[src/rtl/ps2_host_tx.sv]
// PS/2 host-to-device transmitter: inhibit, start bit, 8 data + odd parity + stop shifted on device clock falls, then ACK sample.
// Inputs pass through 2-FF synchronizers; a watchdog aborts the frame if the device stops clocking.
module ps2_host_tx #(
   parameter int unsigned INHIBIT_CYCLES = 5000,
   parameter int unsigned TIMEOUT_CYCLES = 750000
) (
   input  logic       CLOCK_50,
   input  logic       reset_n,
   input  logic       send,
   input  logic [7:0] tx_data,
   input  logic       ps2_clk_in,
   input  logic       ps2_dat_in,
   output logic       ps2_clk_oe,
   output logic       ps2_dat_oe,
   output logic       busy,
   output logic       done,
   output logic       ack_ok
);

   localparam int IW = $clog2(INHIBIT_CYCLES + 1);
   localparam int WW = $clog2(TIMEOUT_CYCLES + 1);

   typedef enum logic [2:0] {
      S_IDLE, S_INHIBIT, S_REQ, S_SHIFT, S_ACK, S_WAIT_IDLE
   } state_t;

   state_t        state_q;
   logic          clk_meta_q, clk_sync_q, clk_prev_q;
   logic          dat_meta_q, dat_sync_q;
   logic [IW-1:0] inh_cnt_q;
   logic [WW-1:0] wdog_q, wdog_d;
   logic [9:0]    shift_q;
   logic [3:0]    bit_cnt_q;
   logic          ack_q;
   logic          clk_oe_q, dat_oe_q, busy_q, done_q, ack_ok_q;
   logic          fall, lines_idle, watched, wd_fire;

   assign fall       = clk_prev_q & ~clk_sync_q;
   assign lines_idle = clk_sync_q & dat_sync_q;
   assign watched    = (state_q == S_REQ) || (state_q == S_SHIFT) ||
                       (state_q == S_ACK) || (state_q == S_WAIT_IDLE);
   assign wdog_d     = fall ? '0 : wdog_q + WW'(1);
   // A completed frame in WAIT_IDLE wins over a simultaneous watchdog expiry.
   assign wd_fire    = watched && !fall && (wdog_q == WW'(TIMEOUT_CYCLES - 1)) &&
                       !((state_q == S_WAIT_IDLE) && lines_idle);

   always_ff @(posedge CLOCK_50) begin
      if (!reset_n) begin
         state_q    <= S_IDLE;
         clk_meta_q <= 1'b1;
         clk_sync_q <= 1'b1;
         clk_prev_q <= 1'b1;
         dat_meta_q <= 1'b1;
         dat_sync_q <= 1'b1;
         inh_cnt_q  <= '0;
         wdog_q     <= '0;
         shift_q    <= '0;
         bit_cnt_q  <= '0;
         ack_q      <= 1'b0;
         clk_oe_q   <= 1'b0;
         dat_oe_q   <= 1'b0;
         busy_q     <= 1'b0;
         done_q     <= 1'b0;
         ack_ok_q   <= 1'b0;
      end else begin
         clk_meta_q <= ps2_clk_in;
         clk_sync_q <= clk_meta_q;
         clk_prev_q <= clk_sync_q;
         dat_meta_q <= ps2_dat_in;
         dat_sync_q <= dat_meta_q;
         done_q     <= 1'b0;
         ack_ok_q   <= 1'b0;

         if (wd_fire) begin
            clk_oe_q <= 1'b0;
            dat_oe_q <= 1'b0;
            busy_q   <= 1'b0;
            done_q   <= 1'b1;
            state_q  <= S_IDLE;
         end else begin
            case (state_q)
               S_IDLE: begin
                  if (send) begin
                     shift_q   <= {1'b1, ~^tx_data, tx_data};
                     ack_q     <= 1'b0;
                     inh_cnt_q <= '0;
                     clk_oe_q  <= 1'b1;
                     busy_q    <= 1'b1;
                     state_q   <= S_INHIBIT;
                  end
               end
               S_INHIBIT: begin
                  if (inh_cnt_q == IW'(INHIBIT_CYCLES - 1)) begin
                     clk_oe_q <= 1'b0;
                     dat_oe_q <= 1'b1;
                     wdog_q   <= '0;
                     state_q  <= S_REQ;
                  end else begin
                     inh_cnt_q <= inh_cnt_q + IW'(1);
                  end
               end
               S_REQ: begin
                  wdog_q <= wdog_d;
                  if (fall) begin
                     dat_oe_q  <= ~shift_q[0];
                     shift_q   <= {1'b0, shift_q[9:1]};
                     bit_cnt_q <= 4'd1;
                     state_q   <= S_SHIFT;
                  end
               end
               S_SHIFT: begin
                  wdog_q <= wdog_d;
                  if (fall) begin
                     dat_oe_q  <= ~shift_q[0];
                     shift_q   <= {1'b0, shift_q[9:1]};
                     bit_cnt_q <= bit_cnt_q + 4'd1;
                     if (bit_cnt_q == 4'd9) state_q <= S_ACK;
                  end
               end
               S_ACK: begin
                  wdog_q <= wdog_d;
                  if (fall) begin
                     ack_q   <= ~dat_sync_q;
                     state_q <= S_WAIT_IDLE;
                  end
               end
               S_WAIT_IDLE: begin
                  wdog_q <= wdog_d;
                  if (lines_idle) begin
                     done_q   <= 1'b1;
                     ack_ok_q <= ack_q;
                     busy_q   <= 1'b0;
                     state_q  <= S_IDLE;
                  end
               end
               default: begin
                  clk_oe_q <= 1'b0;
                  dat_oe_q <= 1'b0;
                  busy_q   <= 1'b0;
                  state_q  <= S_IDLE;
               end
            endcase
         end
      end
   end

   assign ps2_clk_oe = clk_oe_q;
   assign ps2_dat_oe = dat_oe_q;
   assign busy       = busy_q;
   assign done       = done_q;
   assign ack_ok     = ack_ok_q;

endmodule

[config.mk]
export PLATFORM = sky130hd
export DESIGN_NAME = ps2_host_tx
export DESIGN_NICKNAME = d
export VERILOG_FILES = /design/src/rtl/ps2_host_tx.sv
export SDC_FILE = /design/constraint.sdc
export NUM_CORES = 1
export LEC_CHECK = 0
export CORE_MARGIN = 1
export CORE_UTILIZATION = 52
export CTS_CLUSTER_DIAMETER = 120
export DETAILED_ROUTE_END_ITERATION = 10
export PLACE_DENSITY = 0.71
export SYNTH_ARGS = -nofsm -noshare
export SYNTH_HDL_FRONTEND = slang
export SYNTH_SLANG_ARGS = --single-unit
[constraint.sdc]
create_clock -name CLOCK_50 -period 2.36 [get_ports CLOCK_50]
set_clock_uncertainty 0.2 [all_clocks]
set_input_delay 0.354 -clock CLOCK_50 [delete_from_list [all_inputs] [get_ports CLOCK_50]]
set_output_delay 0.354 -clock CLOCK_50 [all_outputs]
set_load 0.01 [all_outputs]
Yosys cells after proc, flatten, opt, wreduce, memory -nomap -nowiden

Index checks and enable logic that the tools add are counted.

Add/sub/neg operators: 3
Eq/ne operators: 17
Multiplexer cells: 34
Bitwise gates (word level): 12
Reduce and logical (&&, ||, !) cells: 31

Operator list:

| cell                                                            | number |
|---|---|
| 20-bit two-way mux                                              | 2 |
| 20-bit one-hot mux with 2 select lines                          | 1 |
| 13-bit two-way mux                                              | 2 |
| 13-bit one-hot mux with 2 select lines                          | 1 |
| 3-bit two-way mux                                               | 7 |
| 20-bit by 1-bit adder with 20-bit output, second input constant | 1 |
| 20-bit == test, second input constant                           | 1 |
| 10-bit two-way mux                                              | 2 |
| 10-bit one-hot mux with 2 select lines                          | 1 |
| 3-bit one-hot mux with 6 select lines                           | 1 |
| 4-bit AND reduction                                             | 4 |
| 2-bit != test, second input constant                            | 7 |
| 13-bit by 1-bit adder with 13-bit output, second input constant | 1 |
| 13-bit == test, second input constant                           | 1 |
| 3-bit AND reduction                                             | 4 |
| 4-bit OR reduction                                              | 3 |
| 1-bit two-way mux                                               | 10 |
| 1-bit inverter                                                  | 10 |
| 2-bit nonzero test                                              | 5 |
| 1-bit one-hot mux with 3 select lines                           | 3 |
| 4-bit two-way mux                                               | 2 |
| 4-bit one-hot mux with 2 select lines                           | 1 |
| 8-bit XNOR reduction                                            | 1 |
| 7-bit AND reduction                                             | 1 |
| other kinds (14)                                                | 25 |

Register bits: 61
Bits of input ports: 13
Output and inout bits: 5
Word-level logic and storage cells: 113

Logic depth before layout (Yosys ltp)

Gate-level depths: netlist of the first run.

Depth in word-level cells: 9
Depth in mapped cells: 7
Gate-level depth less buffers: 7

Worst setup path after synthesis of the first run

No wires, ideal clock.

Path kind: register -> register
Start: register wdog_q[0]
End: register state_q[1]
Arrival time: 1565 ps
Data required time: 2046 ps
Path slack: 480 ps
Cell stages (with the launch flop): 7
Path buffers: 0
Clock period less this slack: 1880 ps
Path through: dfxtp_1 ha_1 and3_1 and4_4 nand2_1 o21ai_0 a2111oi_0

Longest elaborated chain between the ends: 4

Ends and longest elaborated chain:

| element                             | line | text |
|---|---|---|
| from (decl)                         | 31   | `logic [WW-1:0] wdog_q, wdog_d;` |
| from (signal assigned)              | 103  | `wdog_q <= wdog_d;` |
| from (signal assigned)              | 112  | `wdog_q <= wdog_d;` |
| from (signal assigned)              | 121  | `wdog_q <= wdog_d;` |
| 20-bit == test                      | 44   | `assign wd_fire = watched && !fall && (wdog_q == WW'(TIMEOUT_CYCLES - 1)) &&` |
| 1-bit logical AND (2 in a row)      | 44   |  |
| 2-bit OR reduction (no source line) | --   |  |
| to (signal assigned)                | 49   | `state_q <= S_IDLE;` |
| to (signal assigned)                | 79   | `state_q <= S_IDLE;` |
| to (signal assigned)                | 89   | `state_q <= S_INHIBIT;` |
| to (decl)                           | 27   | `state_t state_q;` |

No other way between the ends.
A chain may end at the register's enable or synchronous reset.

Worst setup path after layout of the first run

Start: register wdog_q[1]
End: register wdog_q[6]

Longest elaborated chain between the ends: 5
Elaborated cells between the ends (all ways): 8
Those cells by class: add/sub (1); eq/ne (1); mux (2); bitwise (1); reduce/logical (3)

Ends and longest elaborated chain:

| element |
|---|
| parallel branches: the longest is 5 deep, another holds 20-bit by 1-bit adder with 20-bit output |

Several ways; the timed one is not identified.

==> impl_metrics.py, run 1 <==
metrics = {
    "drt": {
        "drt_iter0_drc": 202,
        "wire_per_inst_microns": 14.20,
        "postRouteAntennaNets": 0,
        "first_pass_iters": 4,
        "vias": 2693,
        "wirelength_mm": 6.703,
        "drc": 0,
        "vias_per_cell": 5.706,
    },
    "global_route": {
        "grt_usage_pct": 22.43,
        "grt_pass1_vias": 2428,
        "grt.overflow.total": 0,
        "antenna_found_initial": 0,
        "grt_pass1_wl_mm": 11.12,
        "grt_max_degree": 27,
    },
    "synthesis": {
        "syn-num-nets": 380,
        "ys_warn_count": 0,
        "synth_top_family_by_area": "simple AND/OR/NAND/NOR gates",
        "synth-edff-count": 0,
        "synthMuxAreaShare_pct": 4.142,
        "synthArstFlopShare_pct": 0,
        "synth_area_sq_um": 3202,
        "synthSimpleGateAreaFrac_pct": 27.94,
        "synth_seq_cells": 61,
        "synthFlopType": "dfxtp_1",
        "synth_compound_area_share_pct": 17.86,
        "synth_top_area_cell": "dfxtp_1",
        "seq_area_frac_synth_pct": 38.14,
        "synth-xor-area-share_pct": 6.526,
        "avgSynthCellArea_sq_um": 8.820,
        "synth_top_area_share_pct": 38.14,
        "synth.distinct_cells": 58,
        "synthAdderAreaFrac_pct": 1.563,
        "synth_area_leaders": "dfxtp_1 38%, nand2_1 4.1%, nand3_1 3.8%",
        "syn_inst": 363,
    },
    "die": {
        "die_y_microns": 80.47,
        "ios": 18,
        "std_cell_rows": 28,
        "initial_core_util_pct": 54.08,
        "die_width_microns": 80.47,
        "fp.dieArea_sq_um": 6475,
        "core-area_sq_um": 5921,
    },
    "clock_tree": {
        "post_cts_buffers": 0,
        "clockBufferDepth": 2,
        "cts_tree": "done",
        "cts-resized-gates": 0,
        "cts.clk_slew.worst_paths_ns": 0.06,
        "cts_buffers": 9,
        "clk_latency_ns": 0.35,
        "cts_sinks": 61,
        "postCtsHoldBufs": 0,
        "cts-root-buf": "clkbuf_8",
        "htreeDepth": 3,
    },
    "placed_design": {
        "dp_hpwl_mm": 4.621,
        "portBuffers": 17,
        "pre_cts_slack_ns": 0.1731,
        "place_congestion": 0.8244,
    },
    "sta": {
        "post-route-period-util_pct": 89.03,
        "tns_ns": 0,
        "slew_viol_final": 0,
        "fmax_ghz": 0.4760,
        "worst_slew_pin_slew_ns": 0.6100,
        "rsz0062_at_grt": "false",
        "setup_viol": 0,
        "finalCriticalPeriod_ns": 2.101,
        "finalHoldViolations": 0,
        "setup_ws_ns": 0.2590,
        "max_slew_margin_pct": 59.33,
    },
    "worst_setup_path": {
        "rr_worst_depth": 7,
        "crit_type": "register to register",
        "crit_arrival_ns": 2.17,
        "cp-start-kind": "register",
        "cp-end-kind": "register",
        "ff2ff_setup_slack_ns": 0.26,
        "worstPathMaxFanout": 13,
        "cp_data_required_time_ns": 2.43,
    },
    "layout": {
        "drive_above_1_share_pct": 13.10,
        "final_common_cell": "dfxtp_1",
        "fill_cells": 519,
        "layout_common_cells": "61 x dfxtp_1, 35 x nand2_1, 32 x nor2_1, 24 x nand3_1, 17 x clkdlybuf4s50_1",
        "area_growth_pct": 16.26,
        "fin_nets": 409,
        "n_antenna_cell": 0,
    },
    "min_path": {
        "min_path_cells": 1,
        "hp-class": "register to register",
    },
    "job": {
        "drv_cap": 0,
    },
    "outcome": {
        "outcome": "finished, final reports clean",
    },
    "power_and_ir_drop": {
        "powerDensity_nw_per_um2": 626.2,
        "p_leak_nw": 1.534,
        "power_mw": 2.331,
        "worst_ir_drop_vdd_v": 0.0004271,
    },
}
-- sequential cells by signal, summed over array words and instances (netlist names) --
name,count
state_q,3
done,1
ack_ok,1
wdog_q,20
dat_meta_q,1
bit_cnt_q,4
clk_prev_q,1
ps2_dat_oe,1
shift_q,10
clk_meta_q,1
ps2_clk_oe,1
clk_sync_q,1
busy,1
dat_sync_q,1
ack_q,1
inh_cnt_q,13
-- layer usage --
metal,vias to the layer above,wire [microns],global-route usage [%]
met5,-,0,0
met4,0,73,6.964
met3,8,293,6.477
met2,52,3096,35.68
met1,1257,3240,29.09
li1,1376,-,-
-- worst max-delay path: stages (launching register included) --
cell,delay [ns]
dfxtp_1,0.40
ha_1,0.23
and3_1,0.23
and4_4,0.29
nand3_2,0.11
a21o_1,0.20
buf_4,0.19
a31oi_1,0.18
-- through the flow --
stage | area [sq um] | hold WS [ns] | utilization, % | instances
4_1_cts | 3722 | 0.2113 | 62.87 | 472
2_1_floorplan | 3202 | 0.1863 | - | 363
5_1_grt | 3722 | 0.2280 | 62.87 | 472
3_3_place_gp | 3497 | 0.1912 | 59.07 | 456
3_5_place_dp | 3497 | 0.1964 | 59.07 | 456
6_report | 3722 | 0.2067 | 62.87 | 472
-- final timing paths --
kind	start	endpoint
setup / recovery	wdog_q[1]	wdog_q[6]
setup reg to reg	wdog_q[1]	wdog_q[6]
hold / removal	dat_meta_q	dat_sync_q
hold reg to reg	dat_meta_q	dat_sync_q
-- Yosys cell counts (9+ instances only) --
| master | number |
|---|---|
| dfxtp_1 | 61 |
| a21oi_1 | 15 |
| mux2i_1 | 11 |
| and3_1 | 9 |
| inv_1 | 9 |
| nand2b_1 | 9 |
| a31oi_1 | 16 |
| nand3_1 | 24 |
| xor2_1 | 12 |
| xnor2_1 | 10 |
| o21ai_0 | 12 |
| nand2_1 | 35 |
| o211a_1 | 9 |
| nor2_1 | 32 |
-- cell type report --
class / instances / area, sq um / area share, %
clock buffer: 12 / 155.1 / 4.168
clock inverter: 4 / 70.07 / 1.882
inverter: 9 / 33.78 / 0.9076
multi-input combinational: 278 / 1858 / 49.92
sequential: 61 / 1221 / 32.81
tap: 75 / 93.84 / 2.521
timing repair buffer: 33 / 290.3 / 7.798
-- where the power goes --
| part | switching [mW] | internal (mW) |
|---|---|---|
| combinational | 0.0978 | 0.0976 |
| clock | 0.408 | 0.649 |
| sequential | 0.0193 | 1.06 |
-- cell families (layout without fill, tap and decap cells) --
family          after synthesis  in the layout
fa+ha+maj                     4              4
flops                        61             61
mux                          13             13
xor+xnor                     23             23
buf+inv                      24             58
simple gates                158            158
compound gates               80             80
(Power assumes the default switching activity.)
==> run 2, diff against run 1 <==
--- a/config.mk
+++ b/config.mk
@@ -9,7 +9,8 @@
 export CORE_UTILIZATION = 52
 export CTS_CLUSTER_DIAMETER = 120
 export DETAILED_ROUTE_END_ITERATION = 10
-export PLACE_DENSITY = 0.71
+export GPL_ROUTABILITY_DRIVEN = 0
+export PLACE_DENSITY = 0.72
 export SYNTH_ARGS = -nofsm -noshare
 export SYNTH_HDL_FRONTEND = slang
 export SYNTH_SLANG_ARGS = --single-unit
==> run 2 against run 1 <==
Sequential power about the same; global-route usage is 0.13 points lower; cell count down 0.85%; non-clock buffer count fell by 4; critical path type unchanged; clock power rose by 12%; largest power group is now clock.
==> impl_metrics.py, run 2 (synthesized netlist as in run 1, its figures left out) <==
metrics = {
    "layout": {
        "top_register": "wdog_q",
        "layout_common_cells": "61 x dfxtp_1, 35 x nand2_1, 32 x nor2_1, 24 x nand3_1, 17 x clkdlybuf4s50_1",
        "drive_above_1_share_pct": 12.21,
        "n_antenna_cell": 0,
        "final_common_cell": "dfxtp_1",
        "largest_reg_flops": 20,
        "area_growth_pct": 16.37,
        "fin_nets": 405,
        "reg_top3": "wdog_q: 20 flops, inh_cnt_q: 13 flops, shift_q: 10 flops",
    },
    "global_route": {
        "grt_pass1_wl_mm": 11.14,
        "grt_usage_pct": 22.30,
        "grt.overflow.total": 0,
        "antenna_found_initial": 0,
        "grt_pass1_vias": 2412,
        "grt_max_degree": 28,
    },
    "clock_tree": {
        "cts.clk_slew.worst_paths_ns": 0.07,
        "post_cts_buffers": 0,
        "clockBufferDepth": 2,
        "postCtsHoldBufs": 0,
        "clk_latency_ns": 0.34,
        "cts-resized-gates": 0,
        "cts_tree": "done",
        "cts-root-buf": "clkbuf_8",
        "cts_sinks": 61,
        "cts_buffers": 9,
        "htreeDepth": 3,
    },
    "power_and_ir_drop": {
        "p_sw_share_pct": 20.95,
        "power_mw": 2.457,
        "worst_ir_drop_vdd_v": 0.0005852,
        "p_sw_mw": 0.5147,
        "powerDensity_nw_per_um2": 659.5,
        "p_leak_nw": 1.529,
        "intPower_mw": 1.943,
        "p_seq_share_pct": 43.9,
        "p_clk_share_pct": 48.3,
        "p_comb_share_pct": 7.8,
    },
    "die": {
        "die_y_microns": 80.47,
        "ios": 18,
        "std_cell_rows": 28,
        "die_width_microns": 80.47,
        "fp.dieArea_sq_um": 6475,
        "core-area_sq_um": 5921,
        "initial_core_util_pct": 54.08,
    },
    "sta": {
        "finalCriticalPeriod_ns": 2.153,
        "worst_slew_pin_slew_ns": 0.5718,
        "max_slew_margin_pct": 61.88,
        "setup_viol": 0,
        "fmax_ghz": 0.4645,
        "slew_viol_final": 0,
        "tns_ns": 0,
        "post-route-period-util_pct": 91.23,
        "finalHoldViolations": 0,
        "rsz0062_at_grt": "false",
    },
    "outcome": {
        "outcome": "finished, final reports clean",
    },
    "worst_setup_path": {
        "cp_data_required_time_ns": 2.42,
        "cp-startpoint": "wdog_q[0]",
        "cp-start-kind": "register",
        "path_depth": 6,
        "path_buf_inv": 0,
        "r2r_end": "wdog_q[16]",
        "rr_worst_depth": 6,
        "max_stage_delay_ns": 0.41,
        "cpMaxStageDelayCell": "dfxtp_1",
        "cp_cell_sequence": "ha_1, and3_1, and4_4, nand3_2, a21o_1, a31oi_1",
        "setup.worst_path.end": "wdog_q[16]",
        "worstPathMaxFanout": 13,
        "crit_type": "register to register",
        "crit_arrival_ns": 2.21,
        "cp-end-kind": "register",
        "r2r_start": "wdog_q[0]",
        "crit_family": "simple AND/OR/NAND/NOR gates",
        "ff2ff_setup_slack_ns": 0.21,
    },
    "placed_design": {
        "portBuffers": 17,
        "dp_hpwl_mm": 4.510,
    },
    "job": {
        "drv_cap": 0,
    },
    "drt": {
        "first_pass_iters": 4,
        "drt_iter0_drc": 192,
        "vias": 2708,
        "wirelength_mm": 6.598,
        "vias_per_cell": 5.786,
        "postRouteAntennaNets": 0,
        "drc": 0,
        "wire_per_inst_microns": 14.10,
    },
    "min_path": {
        "hp-class": "register to register",
        "min_path_cells": 1,
    },
}
[run 2: cell count changes in the layout (fill, tap and decap cells not counted)]
cell	previous run	this run
clkbuf_8	11	12
clkinv_2	2	0
buf_4	16	12
bufinv_16	2	3
[run 2: layer usage]
| metal | up-vias | share of wire [%] | track usage, % |
|---|---|---|---|
| met4 | 0 | 1.7 | 9.821 |
| met1 | 1273 | 50 | 30.24 |
| met2 | 51 | 46 | 33.90 |
| li1 | 1374 | - | - |
| met3 | 10 | 3.0 | 4.545 |
| met5 | - | 0 | 0 |
[run 2: area by class of cell]
type | count | area [sq um]
Inverter | 9 | 33.78
Timing Repair Buffer | 29 | 260.3
Fill cell | 495 | 2195
Multi-Input combinational cell | 278 | 1858
Clock buffer | 13 | 168.9
Tap cell | 75 | 93.84
Sequential cell | 61 | 1221
Clock inverter | 3 | 90.09
[run 2: worst min-delay path by stage]
stage | startpoint | endpoint | slack [ns]
2_1_floorplan | clk_meta_q | clk_sync_q | 0.19
3_3_place_gp | clk_meta_q | clk_sync_q | 0.20
3_5_place_dp | clk_meta_q | clk_sync_q | 0.19
4_1_cts | clk_meta_q | clk_sync_q | 0.21
5_1_grt | clk_meta_q | clk_sync_q | 0.22
6_report | clk_meta_q | clk_sync_q | 0.21
[run 2: stage by stage]
step / instance area [sq um] / utilization (%) / hold WS, ns / instances / setup WS [ns]
after floorplan: 3202 / - / 0.1863 / 363 / 0.4804
after global placement: 3467 / 58.56 / 0.1968 / 452 / 0.1802
after CTS: 3726 / 62.93 / 0.2087 / 468 / 0.2161
after detailed placement: 3467 / 58.56 / 0.1929 / 452 / 0.08703
after global routing: 3726 / 62.93 / 0.2165 / 468 / 0.07579
final: 3726 / 62.93 / 0.2075 / 468 / 0.2071
[run 2: worst register-to-register path, delay by kind of cell (launching register included)]
kind	cells	cell delay, ns
compound gates	2	0.61
simple gates	3	0.64
fa+ha+maj	1	0.22
flops	1	0.41
[run 2: power by group through the flow]
stage,clock network (mW),registers (mW),logic (mW)
2_1_floorplan,0,1.10,0.124
3_3_place_gp,0,1.10,0.185
3_5_place_dp,0,1.10,0.188
4_1_cts,1.20,1.08,0.192
5_1_grt,1.24,1.08,0.213
6_report,1.19,1.08,0.192
